--- config.mk ---
export PLATFORM = sky130hd
export DESIGN_NAME = apb_bridge
export DESIGN_NICKNAME = d
export VERILOG_FILES = /design/src/rtl/apb_bridge.sv
export SDC_FILE = /design/constraint.sdc
export NUM_CORES = 1
export LEC_CHECK = 0
export CAP_MARGIN = 20
export CORE_AREA = 4 4 152 95
export CTS_CLUSTER_DIAMETER = 50
export DETAILED_ROUTE_END_ITERATION = 8
export DIE_AREA = 0 0 156 99
export PLACE_DENSITY_LB_ADDON = 0.08
export RECOVER_POWER = 25
export SETUP_SLACK_MARGIN = 0.05
export SLEW_MARGIN = 20
export SYNTH_ARGS = -nofsm -noshare
export SYNTH_HDL_FRONTEND = slang
export SYNTH_SLANG_ARGS = --single-unit
--- constraint.sdc ---
create_clock -name clk -period 3.2 [get_ports clk]
set_clock_uncertainty 0.1 [all_clocks]
set_input_delay 0.64 -clock clk [delete_from_list [all_inputs] [get_ports clk]]
set_output_delay 0.64 -clock clk [all_outputs]
set_load 0.03 [all_outputs]
--- src/rtl/apb_bridge.sv ---
// Bridge from the core's single-outstanding valid/ready bus to an APB3 master.
// Decodes the slave index from the address, handles wait states, slave errors and hung slaves.
module apb_bridge #(
  parameter int NUM_SLAVES = 4,
  parameter int SLV_SHIFT  = 12,
  parameter int TIMEOUT    = 255
) (
  input  logic                    clk,
  input  logic                    rst,
  input  logic [31:0]             bus_addr,
  input  logic [31:0]             bus_wdata,
  input  logic                    bus_write,
  input  logic                    bus_valid,
  output logic [31:0]             bus_rdata,
  output logic                    bus_ready,
  output logic                    bus_err,
  output logic [NUM_SLAVES-1:0]   psel,
  output logic                    penable,
  output logic                    pwrite,
  output logic [31:0]             paddr,
  output logic [31:0]             pwdata,
  input  logic [NUM_SLAVES*32-1:0] prdata,
  input  logic [NUM_SLAVES-1:0]   pready,
  input  logic [NUM_SLAVES-1:0]   pslverr
);

  localparam int CW = $clog2(TIMEOUT + 1);
  localparam logic [CW-1:0] CNT_LAST = CW'(TIMEOUT - 1);

  typedef enum logic [1:0] {IDLE, SETUP, ACCESS, RESP} state_t;

  state_t        state_reg, state_next;
  logic [CW-1:0] cnt_reg, cnt_next;
  logic [3:0]    idx_reg, idx_next;
  logic [31:0]   addr_reg, addr_next;
  logic [31:0]   wdata_reg, wdata_next;
  logic          write_reg, write_next;
  logic [31:0]   rdata_reg, rdata_next;
  logic          err_reg, err_next;

  logic [3:0]    idx_in;
  logic          sel_active;
  logic [31:0]   sel_rdata;
  logic          sel_ready;
  logic          sel_err;

  assign idx_in = bus_addr[SLV_SHIFT+3:SLV_SHIFT];

  // Only the addressed slave's response lines are looked at.
  always_comb begin
    sel_rdata = '0;
    sel_ready = 1'b0;
    sel_err   = 1'b0;
    for (int i = 0; i < NUM_SLAVES; i++) begin
      if (idx_reg == 4'(i)) begin
        sel_rdata = prdata[i*32 +: 32];
        sel_ready = pready[i];
        sel_err   = pslverr[i];
      end
    end
  end

  always_ff @(posedge clk) begin
    if (rst) begin
      state_reg <= IDLE;
      cnt_reg   <= '0;
      idx_reg   <= '0;
      addr_reg  <= '0;
      wdata_reg <= '0;
      write_reg <= 1'b0;
      rdata_reg <= '0;
      err_reg   <= 1'b0;
    end else begin
      state_reg <= state_next;
      cnt_reg   <= cnt_next;
      idx_reg   <= idx_next;
      addr_reg  <= addr_next;
      wdata_reg <= wdata_next;
      write_reg <= write_next;
      rdata_reg <= rdata_next;
      err_reg   <= err_next;
    end
  end

  always_comb begin
    state_next = state_reg;
    cnt_next   = cnt_reg;
    idx_next   = idx_reg;
    addr_next  = addr_reg;
    wdata_next = wdata_reg;
    write_next = write_reg;
    rdata_next = rdata_reg;
    err_next   = err_reg;
    unique case (state_reg)
      IDLE: begin
        if (bus_valid) begin
          addr_next  = bus_addr;
          wdata_next = bus_wdata;
          write_next = bus_write;
          idx_next   = idx_in;
          if (int'(idx_in) < NUM_SLAVES) begin
            state_next = SETUP;
          end else begin
            state_next = RESP;
            err_next   = 1'b1;
            rdata_next = '0;
          end
        end
      end
      SETUP: begin
        state_next = ACCESS;
        cnt_next   = '0;
      end
      ACCESS: begin
        if (sel_ready) begin
          state_next = RESP;
          err_next   = sel_err;
          rdata_next = (!write_reg && !sel_err) ? sel_rdata : '0;
        end else if (cnt_reg == CNT_LAST) begin
          // Hung slave: abandon the transfer and report an error to the core.
          state_next = RESP;
          err_next   = 1'b1;
          rdata_next = '0;
        end else begin
          cnt_next = cnt_reg + 1'b1;
        end
      end
      RESP: begin
        state_next = IDLE;
      end
      default: state_next = IDLE;
    endcase
  end

  assign sel_active = (state_reg == SETUP) || (state_reg == ACCESS);
  assign penable    = (state_reg == ACCESS);
  assign bus_ready  = (state_reg == RESP);
  assign bus_rdata  = bus_ready ? rdata_reg : '0;
  assign bus_err    = bus_ready & err_reg;
  assign paddr      = addr_reg;
  assign pwdata     = wdata_reg;
  assign pwrite     = write_reg;

  for (genvar gi = 0; gi < NUM_SLAVES; gi++) begin : g_psel
    assign psel[gi] = sel_active && (idx_reg == 4'(gi));
  end

endmodule

==> results summary, run 1 <==
The run finished with clean final reports. The first-pass GRT wire length came out at about 28 mm. The sum of routed wire length over all layers is between 15 and 20 mm.

Once the floorplan was initialized, standard cells occupied a little over 40% of the core. The total negative slack is 0 ns. The number of different library cells used by synthesis comes to 44. By instance count, the leading cell after synthesis is sky130_fd_sc_hd__nand2_1.

For this run, design rule violations remaining after detail routing come to 0. The via count of the routed design is 5266. The number of hold-repair buffers added at the cts stage is 0.

The most crowded layer after global routing is met2. The number of nets at the end of the flow came out at between 1000 and 1500. The endpoint required time on the critical path is between 2 and 2.5 ns. The max-slew violation count came out at 0. The number of CTS-inserted buffers came out at 9. For this design the ratio of total power to cell area is around 550 mW/mm^2. The largest net degree at the start of global routing came out at 66.

The clock reaches the later pin of the worst-skew pair after roughly 0.34 ns. The summed area of non-filler cells in the final layout is around 0.0087 mm^2. The worst setup slack for register-to-register paths is 0.79 ns. The average wire per standard cell is 17.5 um. The core area is between 0.01 and 0.015 mm^2. The die covers approximately 0.015 mm^2.

The number of design-rule violations left by the first detailed-router iteration came out at around 270. After clock tree synthesis, the setup repair step added 0 buffers. sky130_fd_sc_hd__dfxtp_1 takes more of the synthesized area than any other cell. By area the synthesized netlist is led by sky130_fd_sc_hd__dfxtp_1 41%, sky130_fd_sc_hd__mux4_2 12%, sky130_fd_sc_hd__nand2_1 10%. The quantity of gates resized following cts is 0. The final cell utilization of the core is 67.9%. The largest fanout on the critical path is 9. In this design, the largest share of critical-path delay is due to buffers and inverters. Pin placement for this block handled between 300 and 400 I/O pins. The ratio of routed vias to standard cells is 5.10. The number of sinks driven by the clock tree came out at about 110. Setup violations remaining at the end of the flow were counted as 0. The number of violations of the max-capacitance limit came out at 0. The placer's final routability congestion estimate is 0.828. The type of element capturing the critical path is a primary output.

The end point of the critical path is psel[1]. The number of nets with antenna violations after routing is 0. The critical path class is flip-flop to primary output. VDD sags by at most about 0.0005 V. The total buffers and inverters traversed by the critical path came out at 2. STA classifies the critical path startpoint as a flip-flop. Measured against its own limit, the worst slew margin works out to between 15 and 20%. The fraction of layout instances using a drive strength above 1 came out at 7.54%. The most critical setup path has its startpoint at state_reg[1]$_SDFFE_PP0P_. The site row count is 32.

The H-tree depth reported by CTS came out at 3. The beginning of the worst register-to-register path is state_reg[0]$_SDFFE_PP0P_. The critical path's largest stage delay is 0.70 ns. The area of the mapped netlist came out at around 0.0053 mm^2. In the global route stage, met3 resource usage came out at 5.35%. The total routing resource utilization after global routing is between 20% and 30%. TritonCTS built the clock tree. The iteration count of the initial detailed-routing pass came out at 4. The number of synthesis warnings came out at 0. The met1 global-route usage came out at a little over a quarter.

In this run the worst hold path is classified as flip-flop to flip-flop. The worst hold-check slack is approximately 0.36 ns. The number of cells on the worst reg-to-reg path came out at 8.

From bottom edge to top edge, the die measures 99 um. The proportion of synthesized flip-flops having asynchronous set or reset is 0%. The area growth from synthesis to layout came out at 65.4%. Setup repair after global routing left no endpoint under its margin. Synthesis produced a netlist whose cell count is 580. The cell count along the critical path came out at 5. The clock-pin slew of the registers on the worst-case setup and hold paths came out at roughly 0.070 ns. The final global-route overflow total came out at 0. The synthesized area per cell came out at 9.09 um^2. The number of nets in the synthesized netlist came out at 790. The largest individual stage delay along the critical path comes from the cell sky130_fd_sc_hd__clkdlybuf4s50_1.

The pin slew with the least headroom to its limit is roughly 1.3 ns. The instance area after placement is ~0.0084 mm^2. Counting instances in the post-synthesis netlist gives the leading cell types as 142 x sky130_fd_sc_hd__nand2_1, 108 x sky130_fd_sc_hd__dfxtp_1, 68 x sky130_fd_sc_hd__a21oi_1. The total leakage power is around 0.0031 uW. The signal on the critical path passes through inv_1, ha_1, nand2_1, nor3_1, clkdlybuf4s50_1.

The arrival time at the worst endpoint came out at approximately 2.2 ns. The via count of the first global-routing pass came out at ~5200. The hold violation total from the final report is 0.

The cell sitting at the root of the clock tree is a sky130_fd_sc_hd__clkbuf_16. For this run, global-route usage on met2 was measured as between 30% and 40%. The portion of the clock cycle consumed by the worst path in the final layout came out at 93.1%.

The initial antenna violation count came out at 0. The count of input and output buffers came out at ~310. The number of enable flip-flop cells after synthesis is 0. The maximum clock frequency came out at between 300 and 400 MHz. Among all flip-flop cells after synthesis, the most frequent one is sky130_fd_sc_hd__dfxtp_1. The wire-length estimate of the detail-placed layout is 14.1 mm.

The final critical-path required period is ~3.0 ns. The endpoint of the lowest-slack register-to-register path is rdata_reg[14]$_SDFFE_PP0P_. The longest clock path from root to sink contains 2 buffers. The worst hold path startpoint is pwdata[4]$_SDFFE_PP0P_. The share of synthesized area in the top cell type comes to slightly above 40%. For this run, the register share of the synthesized area comes to between 40% and 50%. The diode insertion count for antenna repair came out at 0. The floorplan die width is around 160 um.

After synthesis the netlist holds a flip-flop and latch count of about 110.
[cell families (layout without fill, tap and decap cells)]
| logic type | after synthesis | count (layout) | share of synthesized area [%] |
|---|---|---|---|
| flops | 108 | 108 | 41.0 |
| xor+xnor | 1 | 1 | 0.166 |
| fa+ha+maj | 6 | 6 | 1.42 |
| simple gates | 249 | 249 | 23.9 |
| compound gates | 120 | 120 | 14.6 |
| buf+inv | 58 | 340 | 4.84 |
| mux | 38 | 38 | 14.1 |
[final cells by class]
type	count	area [um^2]
Clock buffer	10	229
Clock inverter	6	78.8
Fill cell	990	4130
Inverter	7	26.3
Multi-Input combinational cell	414	2850
Sequential cell	108	2160
Tap cell	170	213
Timing Repair Buffer	317	3160
[routing by layer]
layer	wire (um)	part of all wire [%]	vias up
met5	0	0	-
met4	275	1.5	0
met3	1250	6.9	22
met2	9210	51	175
met1	7370	41	2488
li1	-	-	2581
[layout by cell type (no fill, tap or decap), types with 2 or more instances in the layout]
cell / synthesis / routed
sky130_fd_sc_hd__a211oi_1: 5 / 5
sky130_fd_sc_hd__nor3_1: 4 / 4
sky130_fd_sc_hd__nand2_1: 142 / 141
sky130_fd_sc_hd__inv_6: 0 / 2
sky130_fd_sc_hd__nand2b_1: 5 / 5
sky130_fd_sc_hd__and2_1: 36 / 35
sky130_fd_sc_hd__dfxtp_1: 108 / 106
sky130_fd_sc_hd__inv_1: 7 / 7
sky130_fd_sc_hd__clkdlybuf4s50_1: 0 / 303
sky130_fd_sc_hd__clkbuf_16: 0 / 9
sky130_fd_sc_hd__ha_1: 6 / 6
sky130_fd_sc_hd__mux4_2: 29 / 29
sky130_fd_sc_hd__o32ai_1: 2 / 2
sky130_fd_sc_hd__a31o_1: 30 / 30
sky130_fd_sc_hd__a31o_2: 2 / 2
sky130_fd_sc_hd__inv_8: 0 / 2
sky130_fd_sc_hd__o22ai_1: 2 / 3
sky130_fd_sc_hd__nand3_1: 5 / 5
sky130_fd_sc_hd__buf_4: 1 / 9
sky130_fd_sc_hd__nor2b_1: 4 / 4
sky130_fd_sc_hd__nor2_1: 7 / 7
sky130_fd_sc_hd__o21ai_0: 2 / 2
sky130_fd_sc_hd__a21oi_1: 68 / 68
sky130_fd_sc_hd__dfxtp_2: 0 / 2
sky130_fd_sc_hd__nand4b_1: 2 / 2
sky130_fd_sc_hd__mux2i_1: 9 / 9
sky130_fd_sc_hd__a31oi_1: 4 / 4
sky130_fd_sc_hd__dlygate4sd3_1: 0 / 2
sky130_fd_sc_hd__nor3b_1: 33 / 33
[worst register-to-register path: cells and delay by family, from the launching register on]
kind / cells / cell delay (ns)
and+or+nand+nor: 1 / 0.11
DFF: 1 / 0.32
AOI/OAI and AO/OA: 3 / 0.86
adders and majority gates: 1 / 0.33
buffers and inverters: 3 / 0.58
[power breakdown]
group	switching, uW	total (uW)	internal [uW]
clock	514	1140	626
sequential	100	1610	1510
combinational	1170	2050	874
[worst min path at each step]
stage | to | slack, ns | depth (start not counted)
3_5_place_dp | pwdata[5]$_SDFFE_PP0P_ | 0.35 | 2
2_1_floorplan | cnt_reg[7]$_SDFFE_PP0P_ | 0.35 | 2
6_report | pwdata[4]$_SDFFE_PP0P_ | 0.36 | 2
5_1_grt | paddr[16]$_SDFFE_PP0P_ | 0.37 | 2
4_1_cts | pwdata[5]$_SDFFE_PP0P_ | 0.36 | 2
3_3_place_gp | paddr[19]$_SDFFE_PP0P_ | 0.34 | 2
[metrics by stage]
step,worst slack (ns),cells,total power [uW]
after floorplan,0.361,580,2880
final,0.221,1032,4800
after CTS,0.172,1032,4840
after detailed placement,0.558,1016,3690
after global routing,0.0807,1032,5070
after global placement,0.604,1016,3620
Note: power is estimated with default switching activity, not from simulation.
==> run 2: changes to the inputs <==
--- a/config.mk
+++ b/config.mk
@@ -10,6 +10,7 @@
 export CTS_CLUSTER_DIAMETER = 50
 export DETAILED_ROUTE_END_ITERATION = 8
 export DIE_AREA = 0 0 156 99
+export HOLD_SLACK_MARGIN = 0.12
 export PLACE_DENSITY_LB_ADDON = 0.08
 export RECOVER_POWER = 25
 export SETUP_SLACK_MARGIN = 0.05
==> results of run 2 <==
The final DEF is identical to that of run 1; final timing and power are the same.
==> patch, RTL diff (settings of run 2) <==
Register the output `bus_err`, cleared by the reset; this adds one clock of latency there. The other outputs are not delayed to match.
--- a/src/rtl/apb_bridge.sv
+++ b/src/rtl/apb_bridge.sv
@@ -136,7 +136,13 @@
   assign penable    = (state_reg == ACCESS);
   assign bus_ready  = (state_reg == RESP);
   assign bus_rdata  = bus_ready ? rdata_reg : '0;
-  assign bus_err    = bus_ready & err_reg;
+  always_ff @(posedge clk) begin
+    if (rst) begin
+      bus_err <= '0;
+    end else begin
+      bus_err <= bus_ready & err_reg;
+    end
+  end
   assign paddr      = addr_reg;
   assign pwdata     = wdata_reg;
   assign pwrite     = write_reg;
Function: changed (a bounded check fails within 4 cycles, from zero or initial values and one cycle with rst high).
==> patch against run 2 <==
- the flow now finishes with violations (max-capacitance violations, max-slew violations)
- count of clock-buffer cells in the layout increased by 1
- wire length shrank 1.0%
- sequential cell count grew 1
- design area rose by 1.5%
- sequential share of layout area shrank 0.14 points
- cell count grew 2.7%
- non-clock buffer count down 1
- synthesized area increased by 2.0%
- total power increased by 5.5%
- core utilization grew 1.0 points
- hold slack worse by 10 ps
- setup slack improved by 100 ps
- die area unchanged
- critical endpoint is now rdata_reg[23]
- largest power group unchanged
==> patch: results <==
{
  "outcome": "complete, but fails checks",
  "violations": "max-capacitance violations, max-slew violations",
  "reg2reg_depth": 6,
  "yosys_warnings": 0,
  "cts-root-buf": "clkbuf_16",
  "synthAdderAreaFrac_pct": 1.396,
  "synth_cells": 608,
  "cp.arrival_ps": 2990,
  "maxCapViolations": 1,
  "dp.cells": 1044,
  "grt_use_total_pct": 22.39,
  "path_clk_slew_ps": 70,
  "cts-htree-levels": 3,
  "syn_nets": 818,
  "hold_path_depth": 2,
  "synth_top_family_by_area": "simple AND/OR/NAND/NOR gates",
  "post_drt_wl_per_cell_um": 16.91,
  "post-dp-hpwl_um": 13820,
  "slew_violations": 85,
  "setup_viol": 0,
  "synth_common_cells": "137 x nand2_1, 109 x dfxtp_1, 84 x a21oi_1, 34 x inv_1, 33 x and2_1",
  "ys_types": 40,
  "gpl.final_weighted_congestion": 0.7555,
  "ir_drop_mv": 0.4293,
  "worstHoldStart": "err_reg",
  "clk_latency_ps": 340,
  "ys_seq_area_share_pct": 40.59,
  "r2r-end": "rdata_reg[17]",
  "cts_max_path_buffers": 2,
  "grt_pass1_wl_um": 28060,
  "min_path_type": "flop to flop",
  "muxShareOfSynthArea_pct": 13.31,
  "timing.rr.start": "idx_reg[0]",
  "drtIter0Drc": 232,
  "antenna_cells": 0,
  "drtPass1Iterations": 5,
  "drive_gt1_share_pct": 8.764,
  "grt_pass1_vias": 5567,
  "r2r_slack_ps": 830,
  "synth-compound-area-share_pct": 15.64,
  "synthArstFlopShare_pct": 0,
  "synth_xor_xnor_area_share_pct": 0,
  "hold_slack_ps": 345.1,
  "vias": 5424,
  "routed_wl_um": 17930,
  "cellLeakagePower_nw": 3.248,
  "num-nets-final": 1095,
  "crit_path_max_fanout": 84,
  "numCtsBuffers": 9,
  "grt_start_max_net_pins": 85,
  "synth.area.top_cells": "dfxtp_1 41%, mux4_2 12%, nand2_1 9.6%, a21oi_1 7.8%, nand3b_1 4.5%",
  "antenna_found_initial": 0,
  "dpl_cell_area_um2": 8533,
  "synth_ff_type": "dfxtp_1",
  "dp_slack_ps": 276.6,
  "maxSlewHeadroom_pct": -7.901,
  "min_to": "bus_err",
  "portBuffers": 307
}
## patch: changes by cell type after synthesis, sizes merged, moves of 5 or more
cell,run 2,this run
a31o,32,0
a211oi,5,0
inv,7,35
nand3b,1,32
nor3b,35,0
or4,0,5
o31ai,0,35
a21oi,68,84
nand4,1,6
o21ai,2,10
nand2,142,137
mux2i,9,4
## patch: worst max path at each step
stage | cells past startpoint | slack (ps) | from | end
6_report | 4 | 320 | rst | rdata_reg[23]
3_3_place_gp | 7 | 390 | pready[1] | rdata_reg[26]
4_1_cts | 5 | 150 | state_reg[1] | psel[1]
5_1_grt | 4 | 120 | rst | rdata_reg[31]
2_1_floorplan | 4 | 740 | idx_reg[0] | psel[0]
3_5_place_dp | 7 | 280 | pready[1] | rdata_reg[17]
## patch: layer usage
| layer | track usage, % | routed length, um | share of wire (%) | vias up |
|---|---|---|---|---|
| li1 | - | - | - | 2644 |
| met1 | 25.46 | 6938 | 39 | 2570 |
| met2 | 40.62 | 9328 | 52 | 182 |
| met3 | 6.845 | 1304 | 7.3 | 28 |
| met4 | 6.321 | 356 | 2.0 | 0 |
| met5 | 0 | 0 | 0 | - |
## patch: cell type report
cell class	instances	area, um^2
inverter	35	131.4
clock buffer	11	232.7
multi-input combinational	414	2841
tap	170	212.7
sequential	109	2185
timing repair buffer	316	3164
fill	989	4001
clock inverter	5	83.83
## patch: what timing repair did
action / 4_1_cts / 5_1_grt
resized for setup: 0 / 4
setup endpoints to repair: 0 / 4
hold endpoints to repair: 0 / 0
buffers inserted: 0 / 0
## patch: power by group
part	internal [W]	switching (W)
combinational	0.000921	0.00130
sequential	0.00153	0.000112
clock	0.000690	0.000503
## patch: critical path, cell delays in order
cell	delay (ps)
clkbuf_1	670
clkbuf_2	1320
nand3b_1	250
o31ai_2	80
